`src/rtl/ysyx_24110006_pkg.sv`:
```
// Shared types and defaults for the IFU/LSU SRAM arbiter.
package ysyx_24110006_pkg;

   typedef enum logic [1:0] {
      IDLE   = 2'd0,
      ACCESS = 2'd1,
      WAIT   = 2'd2,
      RESP   = 2'd3
   } state_e;

   typedef enum logic {
      IFU = 1'b0,
      LSU = 1'b1
   } req_id_e;

   localparam int unsigned DEFAULT_LATENCY = 2;

endpackage

```
`src/rtl/ysyx_24110006_rr_arb2.sv`:
```
// Two-way round-robin grant between IFU and LSU; the winner history
// advances only when a grant is actually accepted.
module ysyx_24110006_rr_arb2
   import ysyx_24110006_pkg::*;
(
   input  logic clk_sys,
   input  logic rst_b,
   input  logic req_ifu,
   input  logic req_lsu,
   input  logic accept,
   output logic grant_lsu
);

   req_id_e last_grant;
   req_id_e grant;

   // With no request pending the grant still points at the next-in-turn
   // requester, so a lone newcomer is re-steered by the single-valid cases.
   always_comb begin
      grant = (last_grant == IFU) ? LSU : IFU;
      if (req_ifu && !req_lsu) begin
         grant = IFU;
      end else if (req_lsu && !req_ifu) begin
         grant = LSU;
      end
   end

   always_ff @(posedge clk_sys) begin
      if (!rst_b) begin
         last_grant <= IFU;
      end else if (accept) begin
         last_grant <= grant;
      end
   end

   assign grant_lsu = (grant == LSU);

endmodule

```
`src/rtl/ysyx_24110006_sram_arb.sv`:
```
// Single-outstanding SRAM arbiter: IFU reads and LSU reads/writes share one
// SRAM port, with a programmable wait between the access and the response.
//
// state  | meaning
// IDLE   | ready offered to the arbitration winner; handshake latches request
// ACCESS | one-cycle SRAM strobe from latched values, read data captured
// WAIT   | LATENCY extra cycles counted down
// RESP   | owner's resp_valid held until its resp_ready
module ysyx_24110006_sram_arb
   import ysyx_24110006_pkg::*;
#(
   parameter int unsigned LATENCY = DEFAULT_LATENCY
) (
   input  logic        i_clock,
   input  logic        i_reset_n,
   input  logic        i_ifu_req_valid,
   output logic        o_ifu_req_ready,
   input  logic [31:0] i_ifu_addr,
   output logic        o_ifu_resp_valid,
   input  logic        i_ifu_resp_ready,
   output logic [31:0] o_ifu_rdata,
   input  logic        i_lsu_req_valid,
   output logic        o_lsu_req_ready,
   input  logic        i_lsu_wen,
   input  logic [31:0] i_lsu_addr,
   input  logic [31:0] i_lsu_wdata,
   input  logic [7:0]  i_lsu_wmask,
   output logic        o_lsu_resp_valid,
   input  logic        i_lsu_resp_ready,
   output logic [31:0] o_lsu_rdata,
   output logic        o_sram_ren,
   output logic        o_sram_wen,
   output logic [31:0] o_sram_raddr,
   output logic [31:0] o_sram_waddr,
   output logic [31:0] o_sram_wdata,
   output logic [7:0]  o_sram_wmask,
   input  logic [31:0] i_sram_rdata
);

   localparam logic [3:0] LAT4 = 4'(LATENCY);

   state_e      state;
   state_e      state_nxt;
   req_id_e     id_q;
   logic        wen_q;
   logic [31:0] addr_q;
   logic [31:0] wdata_q;
   logic [7:0]  wmask_q;
   logic [31:0] rdata_q;
   logic [3:0]  cnt;
   logic        grant_lsu;
   logic        hs;
   logic        idle;
   logic        owner_resp_ready;

   ysyx_24110006_rr_arb2 u_arb (
      .clk_sys   (i_clock),
      .rst_b     (i_reset_n),
      .req_ifu   (i_ifu_req_valid),
      .req_lsu   (i_lsu_req_valid),
      .accept    (hs),
      .grant_lsu (grant_lsu)
   );

   assign idle            = (state == IDLE);
   assign o_ifu_req_ready = idle && !grant_lsu;
   assign o_lsu_req_ready = idle && grant_lsu;
   assign hs              = (o_ifu_req_ready && i_ifu_req_valid)
                          || (o_lsu_req_ready && i_lsu_req_valid);
   assign owner_resp_ready = (id_q == LSU) ? i_lsu_resp_ready : i_ifu_resp_ready;

   always_ff @(posedge i_clock) begin
      if (!i_reset_n) begin
         state <= IDLE;
      end else begin
         state <= state_nxt;
      end
   end

   always_comb begin
      state_nxt = state;
      case (state)
         IDLE:    if (hs) state_nxt = ACCESS;
         ACCESS:  state_nxt = (LAT4 == 4'd0) ? RESP : WAIT;
         WAIT:    if (cnt == 4'd0) state_nxt = RESP;
         RESP:    if (owner_resp_ready) state_nxt = IDLE;
         default: state_nxt = IDLE;
      endcase
   end

   always_ff @(posedge i_clock) begin
      if (!i_reset_n) begin
         id_q    <= IFU;
         wen_q   <= 1'b0;
         addr_q  <= '0;
         wdata_q <= '0;
         wmask_q <= '0;
         rdata_q <= '0;
         cnt     <= '0;
      end else begin
         if (hs) begin
            id_q   <= grant_lsu ? LSU : IFU;
            wen_q  <= grant_lsu && i_lsu_wen;
            addr_q <= grant_lsu ? i_lsu_addr : i_ifu_addr;
            // IFU never writes, so its handshake leaves write data/mask alone.
            if (grant_lsu) begin
               wdata_q <= i_lsu_wdata;
               wmask_q <= i_lsu_wmask;
            end
         end
         if (state == ACCESS) begin
            rdata_q <= wen_q ? '0 : i_sram_rdata;
            cnt     <= LAT4 - 4'd1;
         end else if (state == WAIT && cnt != 4'd0) begin
            cnt <= cnt - 4'd1;
         end
      end
   end

   assign o_sram_ren   = (state == ACCESS) && !wen_q;
   assign o_sram_wen   = (state == ACCESS) && wen_q;
   assign o_sram_raddr = addr_q;
   assign o_sram_waddr = addr_q;
   assign o_sram_wdata = wdata_q;
   assign o_sram_wmask = wmask_q;

   assign o_ifu_resp_valid = (state == RESP) && (id_q == IFU);
   assign o_lsu_resp_valid = (state == RESP) && (id_q == LSU);
   assign o_ifu_rdata      = o_ifu_resp_valid ? rdata_q : '0;
   assign o_lsu_rdata      = o_lsu_resp_valid ? rdata_q : '0;

endmodule

```
`config.mk`:
```
export PLATFORM = sky130hd
export DESIGN_NAME = ysyx_24110006_sram_arb
export DESIGN_NICKNAME = d
export VERILOG_FILES = /design/src/rtl/ysyx_24110006_pkg.sv /design/src/rtl/ysyx_24110006_rr_arb2.sv /design/src/rtl/ysyx_24110006_sram_arb.sv
export SDC_FILE = /design/constraint.sdc
export NUM_CORES = 1
export LEC_CHECK = 0
export ABC_AREA = 1
export BUFFER_PORTS_ARGS = -buffer_cell sky130_fd_sc_hd__buf_2
export CAP_MARGIN = 20
export CORE_ASPECT_RATIO = 0.75
export CORE_MARGIN = 4
export CORE_UTILIZATION = 35
export CTS_BUF_LIST = sky130_fd_sc_hd__clkbuf_4
export CTS_CLUSTER_SIZE = 12
export DETAILED_ROUTE_END_ITERATION = 10
export PLACE_DENSITY = 0.64
export SLEW_MARGIN = 30
export SYNTH_ARGS = -nofsm -noshare
export SYNTH_HDL_FRONTEND = slang
export SYNTH_SLANG_ARGS = --single-unit
```
`constraint.sdc`:
```
create_clock -name i_clock -period 3.37 [get_ports i_clock]
set_input_delay 0.674 -clock i_clock [delete_from_list [all_inputs] [get_ports i_clock]]
set_output_delay 0.674 -clock i_clock [all_outputs]
set_load 0.02 [all_outputs]
```
==> key figures, run 1 <==
Outcome
  • Outcome: complete, no violations

Place
  • RePlAce Congestion: about 0.81
  • Instance area at placement: 6660 sq um
  • Final HPWL DP: ~12000 um
  • Post-place setup slack: 1.13 ns
  • Number of input and output port buffers inserted: 316

Floorplan
  • Area of the die: 17100 sq um
  • Count of pins on the block boundary: between 300 and 400
  • Die boundary width: about 150 um
  • Effective utilization at floorplan: a little over a third
  • Die extent in y: 114 um
  • Number of placement rows: 38
  • CORE AREA: 14600 sq um

Synth
  • Number of synthesized register bits: between 100 and 150
  • Cell count after synthesis: 773
  • Synthesized area per cell: 6.82 sq um
  • Number of warnings issued by yosys: 0
  • Portion of the post-synthesis area used by sequential elements: between 40% and 50%
  • Unique masters post-synth: 24
  • Cell area after technology mapping: 5270 sq um
  • Synthesized netlist net count: 922

Power and ir drop
  • LEAKAGE: 3.80 nW
  • Highest ir drop seen on vdd: 317 uV
  • Total power per unit cell area: 748 nW/um^2

GRT
  • Wire length of the first global-routing pass: 24100 um
  • Antenna violations before repair: 1
  • Met2 Use GR: 27.9%
  • Met3 track demand over resource: 5.46%
  • Met1 global-route usage: 22.9%
  • Pin count of the biggest net entering global routing: 75
  • Grt total ovfl: 0
  • Via count of the first global-routing pass: 4769
  • Total global-route track usage: between 15 and 20%
  • Busiest metal layer after global routing: met2

Cells and area
  • Fraction of final layout cells sized beyond drive strength 1: ~34%
  • Total non-filler cell area in the finished layout: 6810 sq um
  • Fill cell instance count of the final layout: 1552
  • Total number of nets in the final design: 1180
  • Layout overhead on the synthesized area: 29.2%

Flow run
  • Maximum Capacitance Violations: 0

STA
  • Share of the clock period used by the worst path: 75.0%
  • Hold Vio Cnt, Final: 0
  • Time the final worst path needs with I/O delays and setup: 2.53 ns
  • Post-route setup slack: 0.844 ns
  • Final TNS setup: 0 ns
  • Setup-failing EPs final: 0
  • Fmax: 0.396 GHz
  • Final Max Tran Viols: 0
  • Relative slew slack: 40.8%
  • Transition time at the pin with the least slew margin: 0.887 ns
  • Setup repair after global routing missed its margin: false
  • Worst clock skew on the final layout: 0.0166 ns

Worst setup path
  • Critical path class: register to output port
  • Worst endpoint data arrival time: about 1.9 ns
  • Kind of end point of the critical path: output port
  • Maximum net fanout on the critical path: 33
  • Worst Path Required: ~2.7 ns
  • Startpoint types: register

Clocking
  • Maximum number of buffers from clock root to sink: 2
  • Worst skew pair latency: 0.46 ns
  • Clock tree from TritonCTS: done
  • Number of clock sinks: 112
  • Clock edge transition at the registers on the reported setup and hold paths: 0.18 ns
  • CTS HTree Levels: 3
  • Buffer type at the clock tree root: sky130_fd_sc_hd__clkbuf_4
  • CTS Buf Count: 9
  • Post-cts repair resize count: 0
  • # Post-CTS Setup Buffers: 0
  • CTS Hold Buffers Added: 0

Drt
  • Count of TritonRoute iterations in the first routing pass: 6
  • Remaining number of nets flagged by the antenna check after routing: 0
  • Via density per instance: 4.45
  • Total routed wirelength: 16100 um
  • Number of DRC violations after detailed-routing iteration 0: about 270
  • Count of unresolved DRC violations after routing: 0
  • Per-cell routed wire length: about 13 um
  • DR vias: 5503

Min path
  • Min-Delay Path Class: primary input to register
## final timing paths
check / start / end / slack [ns] / cells after the start
setup / recovery: state[0] / o_ifu_rdata[3] / 0.84 / 4
hold / removal: i_lsu_wmask[6] / o_sram_wmask[6] / 0.42 / 3
setup reg to reg: state[1] / o_sram_raddr[4] / 1.51 / 8
hold reg to reg: cnt[1] / cnt[1] / 0.48 / 2
## cells by family (layout without fill, tap and decap cells)
logic type	Yosys count	in the layout	synth area share, %
AND/OR/NAND/NOR	413	413	32.4
buffers and inverters	161	424	15.8
flip-flops	112	112	42.5
AO/OA/AOI/OAI	80	80	7.69
adder cells (fa/ha/maj)	6	6	1.42
XOR/XNOR	1	1	0.166
other	0	1	0
## cell usage after synthesis, drive strengths merged
library cell / n / area [sq um]
clkbuf: 17 / 63.8
nand4: 2 / 12.5
buf: 61 / 453
o21ai: 73 / 369
dfxtp: 112 / 2240
xor2: 1 / 8.76
nand3b: 1 / 7.51
inv: 83 / 314
nand3: 99 / 495
a21oi: 6 / 30.0
nand2: 93 / 367
nor2: 218 / 826
ha: 6 / 75.1
a31oi: 1 / 6.26
## flip-flops by register name, summed over array words and instances (netlist names)
signal and flops:
u_arb.last_grant 1, o_sram_wdata 32, o_sram_raddr 32, o_sram_wmask 8, wen_q 1, rdata_q 32
cnt 4, state 2
## power by group
group          internal, mW  total (mW)  switching (mW)
clock network         0.247       0.706           0.459
registers              1.71        1.92           0.206
logic                 0.768        2.47            1.71
total                  2.73        5.10            2.37
## per-layer routing
metal | vias up | share of wire (%)
li1 | 2878 | -
met1 | 2410 | 44
met2 | 204 | 46
met3 | 11 | 9.5
met4 | 0 | 0.60
met5 | - | 0
## metrics by stage
stage	cells	power [mW]	hold slack [ns]	util, %
3_3_place_gp	1220	4.43	0.465	45.6
3_5_place_dp	1220	4.45	0.465	45.6
2_1_floorplan	773	3.88	0.445	-
6_report	1237	5.10	0.422	46.7
4_1_cts	1236	5.17	0.368	46.6
5_1_grt	1237	5.53	0.384	46.7
## cell usage in the layout (no fill, tap or decap), drive strengths merged
master    synthesis  layout
buf              61     325
nor2            218     218
dfxtp           112     112
nand3            99      99
nand2            93      93
inv              83      86
o21ai            73      73
clkbuf           17      10
a21oi             6       6
ha                6       6
nand4             2       2
diode             0       1
xor2              1       1
nand3b            1       1
a31oi             1       1
clkinv            0       1
clkinvlp          0       1
bufinv            0       1
## worst max-delay path, stage by stage, from the launching register on
cell and delay, ns:
sky130_fd_sc_hd__dfxtp_1 0.40, sky130_fd_sc_hd__ha_1 0.21, sky130_fd_sc_hd__nand2_2 0.37, sky130_fd_sc_hd__nor2_1 0.22
sky130_fd_sc_hd__buf_2 0.19
## layout make-up
| class | count | area (sq um) | share of cell area (%) |
|---|---|---|---|
| Sequential cell | 112 | 2240 | 32.9 |
| Tap cell | 200 | 250 | 3.67 |
| Timing Repair Buffer | 325 | 1650 | 24.2 |
| Clock buffer | 10 | 75.1 | 1.10 |
| Clock inverter | 6 | 75.1 | 1.10 |
| Inverter | 83 | 314 | 4.61 |
| Multi-Input combinational cell | 500 | 2200 | 32.3 |
| Antenna cell | 1 | 2.50 | 0.0367 |
No activity file was read; power rests on OpenSTA's default activity.
==> run 2, diff against run 1 <==
--- a/config.mk
+++ b/config.mk
@@ -14,7 +14,7 @@
 export CTS_BUF_LIST = sky130_fd_sc_hd__clkbuf_4
 export CTS_CLUSTER_SIZE = 12
 export DETAILED_ROUTE_END_ITERATION = 10
-export PLACE_DENSITY = 0.64
+export PLACE_DENSITY = 0.67
 export SLEW_MARGIN = 30
 export SYNTH_ARGS = -nofsm -noshare
 export SYNTH_HDL_FRONTEND = slang
==> constraint.sdc (replaced) <==
create_clock -name i_clock -period 2.06 [get_ports i_clock]
set_input_delay 0.412 -clock i_clock [delete_from_list [all_inputs] [get_ports i_clock]]
set_output_delay 0.412 -clock i_clock [all_outputs]
set_load 0.02 [all_outputs]
==> run 2 against run 1 <==
Net effect: routed wire length is 6.7% higher; setup slack worse by 0.79 ns; global-route usage is 0.49 points higher; power is 71% higher; largest cell class is now multi-input gates; sequential power is 65% higher; via count is 2.2% higher; register-to-register slack worse by 1.2 ns; critical path type unchanged.
==> key figures, run 2 (same netlist as run 1, synthesis figures left out) <==
Outcome
  • Outcome: complete, no violations

Floorplan
  • Die boundary width: roughly 150 um
  • Die extent in y: 114 um
  • Area of the die: 17100 sq um
  • CORE AREA: 14600 sq um
  • Count of pins on the block boundary: roughly 320
  • Number of placement rows: 38
  • Effective utilization at floorplan: 36.1%

Place
  • Number of input and output port buffers inserted: 316
  • Instance area at placement: between 6000 and 7000 sq um
  • Final HPWL DP: 11900 um
  • Cell count after placement: 1221
  • Post-place setup slack: 0.282 ns
  • RePlAce Congestion: 0.783

Cells and area
  • Non-filler instance count after layout: roughly 1200
  • Layout overhead on the synthesized area: 38.0%
  • Total non-filler cell area in the finished layout: 7270 sq um
  • Count of inserted antenna diode cells: 0
  • Most common cell after layout, fill and taps aside: sky130_fd_sc_hd__buf_2
  • Highest-count cells in the layout ignoring fill and taps: sky130_fd_sc_hd__buf_2, sky130_fd_sc_hd__nor2_1, sky130_fd_sc_hd__dfxtp_1
  • Fraction of final layout cells sized beyond drive strength 1: 37.5%
  • Total number of nets in the final design: 1186

STA
  • Share of the clock period used by the worst path: 97.2%
  • Setup-failing EPs final: 0
  • Transition time at the pin with the least slew margin: 0.913 ns
  • Relative slew slack: 39.0%
  • Final Max Tran Viols: 0
  • Time the final worst path needs with I/O delays and setup: 2.00 ns
  • Setup repair after global routing missed its margin: true
  • Post-route setup slack: a little under 0.06 ns
  • Final TNS setup: 0 ns
  • Hold Vio Cnt, Final: 0
  • Worst clock skew on the final layout: roughly 0.011 ns
  • Fmax: between 0.4 and 0.5 GHz

Worst setup path
  • Top Family by Delay on Critical Path: flip-flops
  • Critical path class: register to output port
  • Startpoint types: register
  • Kind of end point of the critical path: output port
  • Slowest cell delay on critical path: between 0.4 and 0.5 ns
  • Maximum net fanout on the critical path: 17
  • Worst endpoint data arrival time: 1.59 ns
  • Worst Path Required: 1.65 ns
  • Critical path buffer and inverter count: 2
  • Setup slack on the worst flop-to-flop path: 0.31 ns
  • Slowest cell on the critical path: sky130_fd_sc_hd__dfxtp_4
  • Series of cell instances along the critical path: ha_4 > nand2_4 > buf_12 > nor2_1 > buf_4

Min path
  • Min-Delay Path Class: primary input to register

Power and ir drop
  • Total power per unit cell area: ~1200 nW/um^2
  • Highest ir drop seen on vdd: 587 uV
  • LEAKAGE: 3.90 nW

Clocking
  • CTS Hold Buffers Added: 0
  • Worst skew pair latency: 0.47 ns
  • Number of clock sinks: about 110
  • Clock tree from TritonCTS: done
  • CTS HTree Levels: 3
  • CTS Buf Count: 9
  • Maximum number of buffers from clock root to sink: 2
  • Clock edge transition at the registers on the reported setup and hold paths: 0.18 ns
  • Buffer type at the clock tree root: sky130_fd_sc_hd__clkbuf_4

Drt
  • Count of TritonRoute iterations in the first routing pass: 6
  • Count of unresolved DRC violations after routing: 0
  • Via density per instance: around 4.5
  • DR vias: ~5600
  • Per-cell routed wire length: 13.8 um
  • Number of DRC violations after detailed-routing iteration 0: approximately 310
  • Remaining number of nets flagged by the antenna check after routing: 0
  • Total routed wirelength: 17200 um

Flow run
  • Maximum Capacitance Violations: 0

GRT
  • Via count of the first global-routing pass: 4940
  • Total global-route track usage: roughly 18%
  • Antenna violations before repair: 0
  • Pin count of the biggest net entering global routing: 75
  • Grt total ovfl: 0
  • Wire length of the first global-routing pass: 24600 um
[run 2: worst register-to-register path, cell delays in order (launching register included)]
cell and delay (ns):
sky130_fd_sc_hd__dfxtp_4 0.40, sky130_fd_sc_hd__inv_2 0.08, sky130_fd_sc_hd__ha_1 0.19, sky130_fd_sc_hd__nor2_1 0.07
sky130_fd_sc_hd__inv_1 0.66, sky130_fd_sc_hd__o21ai_0 0.21
[run 2: repair_timing]
action                                  in CTS  in global routing
pin swaps                                    0                  2
setup buffers                                0                  2
gates resized for setup                     21                 97
endpoints found under the setup margin      67                 69
gates cloned                                 0                  3
[run 2: worst paths after layout]
kind,startpoint,end,cells past startpoint
max reg2reg,state[1],rdata_q[20],5
min,i_lsu_wdata[27],o_sram_wdata[27],3
min reg2reg,cnt[1],cnt[1],2
max,state[1],o_ifu_rdata[0],5
[run 2: layer usage]
metal  track usage (%)  routed length [um]  vias to the layer above  share of wire, %
met2              30.2                8170                      208                48
li1                  -                   -                     2889                 -
met3              5.86                1450                       10               8.4
met4              3.84                 159                        0              0.93
met1              22.1                7380                     2515                43
met5                 0                   0                        -                 0
[run 2: area by class of cell]
cell class / instances / area [sq um]
well taps: 200 / 250
repair buffers: 331 / 1990
multi-input cells: 500 / 2300
clock buffers: 9 / 67.6
flip-flops and latches: 112 / 2250
clock inverters: 7 / 98.8
fillers: 1470 / 7320
inverters: 83 / 314
[run 2: report_power, final]
part | switching [mW] | internal [mW] | total (mW)
Clock | 0.758 | 0.506 | 1.26
Sequential | 0.349 | 2.81 | 3.16
Combinational | 2.89 | 1.41 | 4.29
Total | 3.99 | 4.72 | 8.72
[run 2: stage by stage]
step | utilization (%) | power [mW] | hold slack, ns
2_1_floorplan | - | 6.34 | 0.445
3_3_place_gp | 45.9 | 7.28 | 0.470
3_5_place_dp | 45.9 | 7.31 | 0.473
4_1_cts | 47.4 | 8.65 | 0.0894
5_1_grt | 49.8 | 9.43 | 0.0751
6_report | 49.8 | 8.72 | 0.138
